**src/rtl/mxpl_pkg.sv**
```systemverilog
// mxpl_pkg: shared compare helper and sizing functions for the mxpl_stream max-pool slice.
// Revision 1.0
`default_nettype none

package mxpl_pkg;

    // Widest pixel the shared compare supports; callers extend their operands to this width.
    localparam int MAXW = 64;

    function automatic logic [MAXW-1:0] max2(
        input logic [MAXW-1:0] a,
        input logic [MAXW-1:0] b,
        input logic            sgn
    );
        if (sgn) begin
            return ($signed(a) > $signed(b)) ? a : b;
        end
        return (a > b) ? a : b;
    endfunction

    function automatic int lb_depth(input int img_w);
        return img_w / 2;
    endfunction

    function automatic int idx_width(input int depth);
        return (depth > 1) ? $clog2(depth) : 1;
    endfunction

endpackage

`default_nettype wire

```
**src/rtl/mxpl_linebuf.sv**
```systemverilog
// mxpl_linebuf: one row of horizontal maxima; single write port, asynchronous read on the same index.
// Revision 1.0
`default_nettype none

module mxpl_linebuf #(
    parameter int W  = 8,
    parameter int D  = 6,
    parameter int AW = 3
) (
    input  logic          clk,
    input  logic          we,
    input  logic [AW-1:0] idx,
    input  logic [W-1:0]  wdata,
    output logic [W-1:0]  rdata
);

    // Not reset: every entry is written on an even row before the odd row reads it.
    logic [W-1:0] r_mem [D];

    always_ff @(posedge clk) begin
        if (we) begin
            r_mem[idx] <= wdata;
        end
    end

    assign rdata = r_mem[idx];

endmodule

`default_nettype wire

```
**src/rtl/mxpl_stream.sv**
```systemverilog
// mxpl_stream: streaming 2x2 stride-2 max-pool with valid/ready and end-of-frame flag.
// Optional macro MXPL_RELU_EN fuses a ReLU after the vertical max (signed mode only). Revision 1.0
`default_nettype none

module mxpl_stream
    import mxpl_pkg::*;
#(
    parameter int W      = 8,
    parameter int IMG_W  = 12,
    parameter int IMG_H  = 12,
    parameter int SIGNED = 0
) (
    input  logic         clk,
    input  logic         rst,
    input  logic         in_valid,
    output logic         in_ready,
    input  logic [W-1:0] in_data,
    output logic         out_valid,
    input  logic         out_ready,
    output logic [W-1:0] out_data,
    output logic         out_last,
    output logic         busy
);

    localparam int CW   = $clog2(IMG_W);
    localparam int RW   = $clog2(IMG_H);
    localparam int LB_D = lb_depth(IMG_W);
    localparam int AW   = idx_width(LB_D);
    localparam logic SGN = (SIGNED != 0);

    if ((IMG_W < 2) || (IMG_W % 2 != 0) || (IMG_H < 2) || (IMG_H % 2 != 0)) begin : g_bad_dims
        $error("mxpl_stream: IMG_W and IMG_H must be even and >= 2");
    end
    if ((W < 1) || (W > MAXW)) begin : g_bad_width
        $error("mxpl_stream: W out of supported range");
    end

    logic [CW-1:0] r_col;
    logic [RW-1:0] r_row;
    logic [W-1:0]  r_hold;
    logic [W-1:0]  r_out_data;
    logic          r_out_valid;
    logic          r_out_last;

    logic          w_accept;
    logic          w_col_last;
    logic          w_row_last;
    logic          w_lb_we;
    logic          w_load;
    logic [AW-1:0] w_lb_idx;
    logic [W-1:0]  w_lb_rd;
    logic [W-1:0]  w_hmax;
    logic [W-1:0]  w_vmax;
    logic [W-1:0]  w_result;

    function automatic logic [MAXW-1:0] ext(input logic [W-1:0] x);
        if (SGN) begin
            return MAXW'($signed(x));
        end
        return MAXW'(x);
    endfunction

    assign in_ready   = !r_out_valid || out_ready;
    assign w_accept   = in_valid && in_ready;
    assign w_col_last = (r_col == CW'(IMG_W - 1));
    assign w_row_last = (r_row == RW'(IMG_H - 1));
    assign w_lb_idx   = AW'(r_col >> 1);
    assign w_lb_we    = w_accept && r_col[0] && !r_row[0];
    assign w_load     = w_accept && r_col[0] && r_row[0];

    assign w_hmax = W'(max2(ext(r_hold), ext(in_data), SGN));
    assign w_vmax = W'(max2(ext(w_lb_rd), ext(w_hmax), SGN));

`ifdef MXPL_RELU_EN
    assign w_result = (SGN && w_vmax[W-1]) ? '0 : w_vmax;
`else
    assign w_result = w_vmax;
`endif

    mxpl_linebuf #(
        .W  (W),
        .D  (LB_D),
        .AW (AW)
    ) u_linebuf (
        .clk   (clk),
        .we    (w_lb_we),
        .idx   (w_lb_idx),
        .wdata (w_hmax),
        .rdata (w_lb_rd)
    );

    always_ff @(posedge clk) begin
        if (rst) begin
            r_col  <= '0;
            r_row  <= '0;
            r_hold <= '0;
        end else if (w_accept) begin
            if (!r_col[0]) begin
                r_hold <= in_data;
            end
            if (w_col_last) begin
                r_col <= '0;
                r_row <= w_row_last ? '0 : r_row + 1'b1;
            end else begin
                r_col <= r_col + 1'b1;
            end
        end
    end

    // A load in the same cycle as a pop wins, so the register stays full with new data.
    always_ff @(posedge clk) begin
        if (rst) begin
            r_out_data  <= '0;
            r_out_valid <= 1'b0;
            r_out_last  <= 1'b0;
        end else if (w_load) begin
            r_out_data  <= w_result;
            r_out_valid <= 1'b1;
            r_out_last  <= w_col_last && w_row_last;
        end else if (r_out_valid && out_ready) begin
            r_out_valid <= 1'b0;
            r_out_last  <= 1'b0;
        end
    end

    assign out_data  = r_out_data;
    assign out_valid = r_out_valid;
    assign out_last  = r_out_last;
    assign busy      = (r_col != '0) || (r_row != '0) || r_out_valid;

endmodule

`default_nettype wire

```
**config.mk**
```make
export PLATFORM = sky130hd
export DESIGN_NAME = mxpl_stream
export DESIGN_NICKNAME = d
export VERILOG_FILES = /design/src/rtl/mxpl_pkg.sv /design/src/rtl/mxpl_linebuf.sv /design/src/rtl/mxpl_stream.sv
export SDC_FILE = /design/constraint.sdc
export NUM_CORES = 1
export LEC_CHECK = 0
export CAP_MARGIN = 20
export CORE_MARGIN = 8
export CORE_UTILIZATION = 53
export CTS_BUF_LIST = sky130_fd_sc_hd__clkbuf_4 sky130_fd_sc_hd__clkbuf_8 sky130_fd_sc_hd__clkbuf_16
export DETAILED_ROUTE_END_ITERATION = 6
export PLACE_DENSITY = 0.83
export SLEW_MARGIN = 20
export SYNTH_ARGS = -nofsm -noshare
export SYNTH_HDL_FRONTEND = slang
export SYNTH_SLANG_ARGS = --single-unit
```
**constraint.sdc**
```tcl
create_clock -name clk -period 8 [get_ports clk]
set_input_delay 1.6 -clock clk [delete_from_list [all_inputs] [get_ports clk]]
set_output_delay 1.6 -clock clk [all_outputs]
set_load 0.01 [all_outputs]
```
Word-level counts from Yosys, hierarchy flattened
Memory sizes are Yosys's and may differ from the RTL's. A register that Yosys moved wholly into a read port is not among the register bits.
Index checks and enable logic that the tools add are counted.

word-level totals
  input bits = 12
  memories kept = 1
  register bits after elaboration = 26
  bits in writable memories = 48

cells by class
  bitwise gates (word level) = 1
  $lt $le $gt $ge = 2
  add/sub/neg operators = 2
  reduce and logical (&&, ||, !) cells = 16
  muxes and demuxes = 11
  equality and inequality tests = 2

memory list
  name             depth  width  rd ports  clocked after memory_dff  write ports  RTL line            RTL
  u_linebuf.r_mem  6      8      1         1                         1            mxpl_linebuf.sv:18  logic [W-1:0] r_mem [D];

operators by type and width
  kind                 number
  $gt 8x8->1           2
  $mux 8               2
  $add 4x1->4 const B  2
  $eq 4x4->1 const B   2
  $mux 4               2
  $reduce_bool 4->1    2
  $logic_and 1x1->1    6
  $mux 3               2
  $mux 1               5
  $reduce_and 2->1     2
  $logic_or 1x1->1     3
  $logic_not 1->1      2
  $reduce_bool 2->1    1
  $not 1->1            1

Logic depth before layout (Yosys ltp)
Gate-level depths: netlist of run 1.

  depth after elaboration = 7
  depth in mapped cells = 16
  mapped depth without buffers = 15

By module
A second synthesis of run 1 with hierarchy kept.

unflattened totals
  cell total of the unflattened synthesis = 302
  area, all modules = 3607.2 µm²

modules (own cells, without submodules)
  module        area an instance (µm²)  cells an instance  times used
  mxpl_linebuf  1949.4                  105                1
  mxpl_stream   1657.8                  197                1

Least setup slack after synthesis of run 1
No wires, ideal clock.

  kind = in2reg
  start = in in_data[1]
  end = reg r_out_data[0], in the netlist out_data[0]
  library setup time = 83 ps
  arrival = 4161 ps
  setup slack = 3756 ps
  cell stages on the path = 15
  required time = 7917 ps
  path buffers = 1
  path through = inv_1 ha_1 nor2b_4 o211ai_2 a21oi_2 o22ai_4 mux2i_1 ha_1 a21o_1 a221o_1 a21oi_1 a31oi_1 nand2b_4 buf_6 o221ai_1

on the way
  cells in the longest elaborated chain, start to end = 4

ends and longest elaborated chain
  element               RTL line            RTL
  from (decl)           mxpl_stream.sv:17   input logic [W-1:0] in_data,
  $gt 8x8->1            mxpl_pkg.sv:18      return (a > b) ? a : b;
  $mux 8 (*)            mxpl_pkg.sv:18
  $gt 8x8->1            mxpl_pkg.sv:18
  $mux 8 (*)            mxpl_pkg.sv:18
  to (signal assigned)  mxpl_stream.sv:117  r_out_data <= w_result;
  to (decl)             mxpl_stream.sv:41   logic [W-1:0] r_out_data;

Every way passes the cells marked *; elsewhere a longest branch is shown, timed or not.
A chain may end at the register's enable or synchronous reset.

Worst setup path in the final report of run 1
  start = in in_data[1]
  end = reg r_out_data[2], in the netlist out_data[2]

Same word-level chain as after synthesis.

==> results of run 1 <==
[flip-flops by register name (all words and copies together), names as in the netlist, named ones only]
| signal | count |
|---|---|
| r_hold | 8 |
| out_valid | 1 |
| r_col | 4 |
| r_row | 4 |
| u_linebuf.r_mem | 48 |
| out_data | 8 |
| out_last | 1 |
[worst min path at each step]
stage,to,slack (ps)
after CTS,out_data[7]$_SDFFE_PP0P_,480
after global placement,out_data[6]$_SDFFE_PP0P_,450
final,out_last$_SDFFE_PP0P_,470
after global routing,out_last$_SDFFE_PP0P_,500
after detailed placement,out_data[7]$_SDFFE_PP0P_,460
after floorplan,r_hold[0]$_SDFFE_PP0P_,480
[power groups by stage]
stage                     registers (mW)  logic [mW]  clock network [mW]
after floorplan                    0.442      0.0605                   0
after global placement             0.444      0.0793                   0
after detailed placement           0.444      0.0838                   0
after CTS                          0.435      0.0842               0.264
after global routing               0.435      0.0932               0.282
final                              0.435      0.0837               0.259
[layout make-up]
class	count	area (um2)	share of cell area, %
clock inverters	7	48.8	1.22
clock buffers	9	124	3.09
multi-input cells	170	1360	33.9
inverters	28	105	2.62
flip-flops and latches	77	2020	50.4
repair buffers	26	253	6.29
well taps	80	100	2.49
[layer usage]
metal | part of all wire [%] | global-route usage, % | wire, um | vias to the layer above
li1 | - | - | - | 1086
met1 | 45 | 18.1 | 3090 | 1091
met2 | 49 | 25.1 | 3320 | 57
met3 | 4.3 | 4.27 | 293 | 11
met4 | 2.0 | 7.19 | 136 | 0
met5 | 0 | 0 | 0 | -
[critical path: stages]
cell and delay [ps]:
clkdlybuf4s50_1 500, inv_1 60, ha_1 310, nor2b_4 140, o211ai_2 140, a21oi_2 90
o22ai_4 320, mux2i_1 400, ha_1 320, a21o_1 170, a221o_1 330, a21oi_1 130
a31oi_1 70, nand2_1 260, o221ai_1 200
[placed cells by master, fill, tap and decap left out, drive strengths merged, types with 8 or more instances in the layout]
cell type,count
nand2,19
nor2,32
clkbuf,9
o221ai,8
clkdlybuf4s50,23
mux4,8
dfxtp,29
a21o,9
a21oi,12
edfxtp,48
mux2i,25
ha,20
inv,30
[logic make-up after synthesis]
kind of cell    Yosys count  synth area share, %
flops                    77                 56.9
simple gates             76                 10.6
compound gates           38                 7.89
buf+inv                  38                 4.69
mux                      33                 12.1
fa+ha+maj                20                 7.05
xor+xnor                  3                0.740
[through the flow]
| stage | std cells | setup slack [ps] | total power, mW |
|---|---|---|---|
| detailed placement | 381 | 2840 | 0.528 |
| floorplan | 285 | 3760 | 0.503 |
| global placement | 381 | 3050 | 0.523 |
| CTS | 397 | 3220 | 0.783 |
| global route | 397 | 3050 | 0.810 |
| finish | 397 | 3160 | 0.777 |
==> key figures, run 1 <==
Timing
  • Relative slew slack: 47.1%
  • Final setup fails: 0
  • Min Hold Slack: 473 ps
  • Total negative slack: 0 ps
  • Fin crit share: 60.5%
  • Fmax: 207 MHz
  • Worst Max-Slew Pin Slew: 791 ps
  • RSZ-0062 raised after global routing: no
  • Final Max Slew Viols: 0
  • Final Hold Fails: 0
  • Clock Skew: 8.14 ps
  • Post-route minimum period: 4840 ps

Global route
  • Initial antenna violation count: 0
  • Gr ovfl total: 0
  • First-pass GRT wire length: 11400 um
  • Largest net degree at the start of global routing: 20
  • Vias in the first global route: 2315
  • Global Route Usage Sum: 15.3%

Floorplanning
  • Die height: 97.9 um
  • Core area: 6640 um2
  • I/O pin cnt: 24
  • Die area: 9570 um2
  • Die W: 97.9 um
  • FP Rows: 30
  • Initial Util: 53.4%

Setup path
  • Startpoint type of the worst setup path: input port
  • Crit Path Category: in2reg
  • CP Max Fanout: 8
  • Worst R2R End: out_data[2]$_SDFFE_PP0P_
  • WP data arrival: 5050 ps
  • Worst r2r src: r_hold[1]$_SDFFE_PP0P_
  • Crit path capture: out_data[2]$_SDFFE_PP0P_
  • R2R Setup Slk: 4660 ps
  • R2r worst-path depth: 13
  • CP endpoint kind: flip-flop
  • Worst EP required: 8210 ps
  • Crit path from: in_data[1]

Detailed routing
  • Drt pass-1 iters: 4
  • Via count: 2245
  • Post-route ant nets: 0
  • DR WL/cell: 17.2 um
  • Post-Route WL: 6840 um
  • DRC: 0
  • DR iter-0 viols: 119
  • DR vias/cell: 5.65

Synthesis
  • Cell with the most instances after synthesis: edfxtp_1
  • Yosys reg bits: 77
  • Cell Area, Synth: 3550 um2
  • Mapped Avg Cell Area: 12.5 um2
  • Sequential fraction of the synthesis area: 56.9%
  • Yosys top cell by area: edfxtp_1
  • Top FF cell, synth: edfxtp_1
  • Synth cell types: 37
  • Most frequent cells after synthesis: edfxtp_1 (48), nor2_1 (31), dfxtp_1 (29), inv_1 (28), mux2i_1 (25)
  • Ys Warns: 0
  • Syn Inst Count: 285
  • Share of the synthesized area in the top cell type: 40.6%
  • Post-synth EDFFs: 48
  • Synth Net Count: 317
  • Ys async rst share: 0%
  • Top cells by area, synth: edfxtp_1 (41%), dfxtp_1 (16%), ha_1 (7.0%), mux2i_1 (7.0%), mux4_2 (5.1%)

Clock tree
  • CTS HTree Levels: 3
  • Clk Latency, worst-skew pair: 350 ps
  • Hold Buf Count CTS: 0
  • Post_cts resized: 0
  • Clock Tree Buf Depth: 2
  • Post-CTS setup buffers: 0
  • Num CTS Buffers: 9
  • CTS sink cnt: 77
  • Worst-path clk slew: 80 ps
  • CTS tree: built
  • Root Buffer: clkbuf_8

Placement
  • HPWL after DPL: 4950 um
  • Placed instance area: 3840 um2
  • IO Port Bufs: 23
  • Gpl congestion: 0.844

Layout
  • Filler Cell Count: 510
  • Design area: 4020 um2
  • P&R area growth vs syn: 13.1%
  • Fraction of layout cells with a size suffix above 1: 11.4%
  • Util after Layout: 60.4%
  • Diodes inserted: 0
  • NumNets Final: 344

Power
  • Seq pwr share: 55.9%
  • Clock power frac: 33.3%
  • Net Switching: 0.197 mW
  • LEAKAGE: 1.58 nW
  • Int Pwr: 0.580 mW
  • Comb pwr share: 10.8%
  • Cell Pwr Density: 194 nW/um2
  • Sw Ratio: 25.3%
  • Worst vdd ir: 112 uV

Min path
  • Worst hold path class: reg2reg
  • Worst hold path startpoint: out_last$_SDFFE_PP0P_
  • Hold Path Depth: 2

Outcome
  • Run status: finished clean

Job
  • Max-cap viol count: 0
(Power assumes the default switching activity.)
==> run 2: changes to the inputs <==
- clock period: 8 -> 5 ns (I/O delays scaled with it)
==> run 2 against run 1 <==
Die area unchanged. Flip-flop and latch count unchanged. Clock skew up 3.5 ps. Critical path depth unchanged. Non-clock buffer count unchanged. Core utilization up 0.51 points. Via count down 1.7%. First-iteration DRC count up 53%. Final area up 0.84%. Sequential power up 60%. Register-to-register slack worse by 3000 ps. Sequential share of layout area down 0.42 points.
==> key figures, run 2 (same netlist as run 1, synthesis figures left out) <==
Floorplanning
  • Die height: 97.9 um
  • Die area: 9570 um2
  • Initial Util: 53.4%
  • I/O pin cnt: 24
  • FP Rows: 30
  • Die W: 97.9 um
  • Core area: 6640 um2

Global route
  • Initial antenna violation count: 0
  • Largest net degree at the start of global routing: 20
  • Global Route Usage Sum: 14.9%
  • Gr ovfl total: 0
  • First-pass GRT wire length: 11200 um
  • Vias in the first global route: 2260

Clock tree
  • Worst-path clk slew: 80 ps
  • Post-CTS setup buffers: 0
  • CTS sink cnt: 77
  • Root Buffer: clkbuf_8
  • Post_cts resized: 0
  • Clock Tree Buf Depth: 2
  • Hold Buf Count CTS: 0
  • CTS tree: built
  • CTS HTree Levels: 3
  • Num CTS Buffers: 9
  • Clk Latency, worst-skew pair: 350 ps

Setup path
  • CP peak stage delay: 520 ps
  • Top delay family on crit path: compound AO/OA/AOI/OAI gates
  • CP endpoint kind: flip-flop
  • Cell mode on critical path: ha_1
  • CP Max Fanout: 8
  • R2R Setup Slk: 1660 ps
  • Startpoint type of the worst setup path: input port
  • CP bufs+invs: 2
  • WP data arrival: 4450 ps
  • R2r worst-path depth: 13
  • Worst-path cell chain: clkdlybuf4s50_1 -> inv_1 -> ha_1 -> nor2b_4 -> o211ai_2 -> a21oi_2 -> o22ai_4 -> mux2i_1 -> ha_1 -> a21o_1 -> a221o_1 -> a21oi_1 -> a31oi_1 -> nand2_1 -> o221ai_1
  • Worst R2R End: out_data[5]$_SDFFE_PP0P_
  • Worst EP required: 5210 ps
  • Crit Path Category: in2reg
  • Slowest cell on crit path: clkdlybuf4s50_1
  • Worst r2r src: r_hold[1]$_SDFFE_PP0P_

Detailed routing
  • DR iter-0 viols: 182
  • DRC: 0
  • DR WL/cell: 16.7 um
  • Routed length on met3: 248 um
  • DR vias/cell: 5.56
  • Post-Route WL: 6630 um
  • Routed met1 length: 2940 um
  • Via count: 2206
  • Metal2 WL: 3360 um
  • Drt pass-1 iters: 4
  • Post-route ant nets: 0
  • Top sig layer: met4

Power
  • Worst vdd ir: 174 uV
  • LEAKAGE: 1.60 nW
  • Seq pwr share: 53.4%
  • Cell Pwr Density: 322 nW/um2
  • Int Pwr: 0.984 mW
  • Sw Ratio: 24.4%
  • Comb pwr share: 10.1%
  • Clock power frac: 36.5%
  • Net Switching: 0.318 mW
  • Total Power: 1.30 mW

Placement
  • Post-Place Cells: 381
  • Gpl congestion: 0.834
  • IO Port Bufs: 23
  • HPWL after DPL: 4840 um
  • Placed instance area: 3840 um2
  • Dpl ws: 429 ps

Timing
  • Final Hold Fails: 0
  • Fmax: 236 MHz
  • Final Max Slew Viols: 0
  • Min Hold Slack: 480 ps
  • Worst Max-Slew Pin Slew: 767 ps
  • Final WS setup: 761 ps
  • Final setup fails: 0
  • Clock Skew: 11.7 ps
  • Fin crit share: 84.8%
  • RSZ-0062 raised after global routing: no
  • Total negative slack: 0 ps
  • Post-route minimum period: 4240 ps
  • Relative slew slack: 48.6%

Layout
  • Util after Layout: 60.9%
  • NumNets Final: 344
  • Final std cells w/o fill: 397
  • Filler Cell Count: 500
  • Most frequent cells in the layout: edfxtp_1 (48), nor2_1 (31), dfxtp_1 (29)
  • Design area: 4050 um2
  • Diodes inserted: 0
  • Commonest non-fill, non-tap cell in the layout: edfxtp_1
  • P&R area growth vs syn: 14.0%
  • Fraction of layout cells with a size suffix above 1: 11.7%
  • Most flop-heavy register: u_linebuf.r_mem
  • Largest register FFs: 48

Outcome
  • Run status: finished clean

Min path
  • Hold EP: out_last$_SDFFE_PP0P_
  • Hold Path Depth: 2
  • Worst hold path startpoint: out_last$_SDFFE_PP0P_
  • Worst hold path class: reg2reg

Job
  • Max-cap viol count: 0
-- run 2: changes by cell type in the layout (fill, tap and decap cells not counted), sizes merged --
cell      delta
clkinvlp     -1
bufinv       +1
-- run 2: power groups by stage --
stage / combinational (mW) / sequential, mW / clock (mW)
detailed placement: 0.132 / 0.710 / 0
CTS: 0.133 / 0.695 / 0.488
floorplan: 0.0968 / 0.708 / 0
global route: 0.147 / 0.697 / 0.514
finish: 0.132 / 0.696 / 0.475
global placement: 0.127 / 0.710 / 0
-- run 2: worst register-to-register path: stages, from the launching register on --
cell      delay [ps]
dfxtp_1          390
ha_1             270
nor2b_4          140
o211ai_2         150
a21oi_2           90
o22ai_4          330
mux2i_1          370
ha_1             300
a21o_1           170
a221o_1          340
a21oi_1          130
a31oi_1           80
nand2_1          270
o221ai_1         200
-- run 2: how the worst max path moves through the flow --
stage	startpoint	end	slack (ps)	cells past startpoint
4_1_cts	in_data[1]	out_data[5]$_SDFFE_PP0P_	800	15
3_3_place_gp	in_data[1]	out_data[1]$_SDFFE_PP0P_	660	15
3_5_place_dp	in_data[1]	out_data[5]$_SDFFE_PP0P_	430	15
2_1_floorplan	in_data[1]	out_data[0]$_SDFFE_PP0P_	1360	15
5_1_grt	in_data[1]	out_data[5]$_SDFFE_PP0P_	580	15
6_report	in_data[1]	out_data[5]$_SDFFE_PP0P_	760	15
-- run 2: area by class of cell --
| type | instances | area (um2) | area share, % |
|---|---|---|---|
| tap | 80 | 100 | 2.47 |
| multi-input combinational | 170 | 1360 | 33.7 |
| inverter | 28 | 105 | 2.60 |
| sequential | 77 | 2020 | 49.9 |
| clock buffer | 9 | 124 | 3.06 |
| clock inverter | 7 | 82.6 | 2.04 |
| timing repair buffer | 26 | 253 | 6.24 |
-- run 2: layer usage --
layer | GRT usage (%) | vias up
met5 | 0 | -
met1 | 17.3 | 1060
met4 | 7.43 | 0
met3 | 3.56 | 9
met2 | 25.1 | 53
li1 | - | 1084
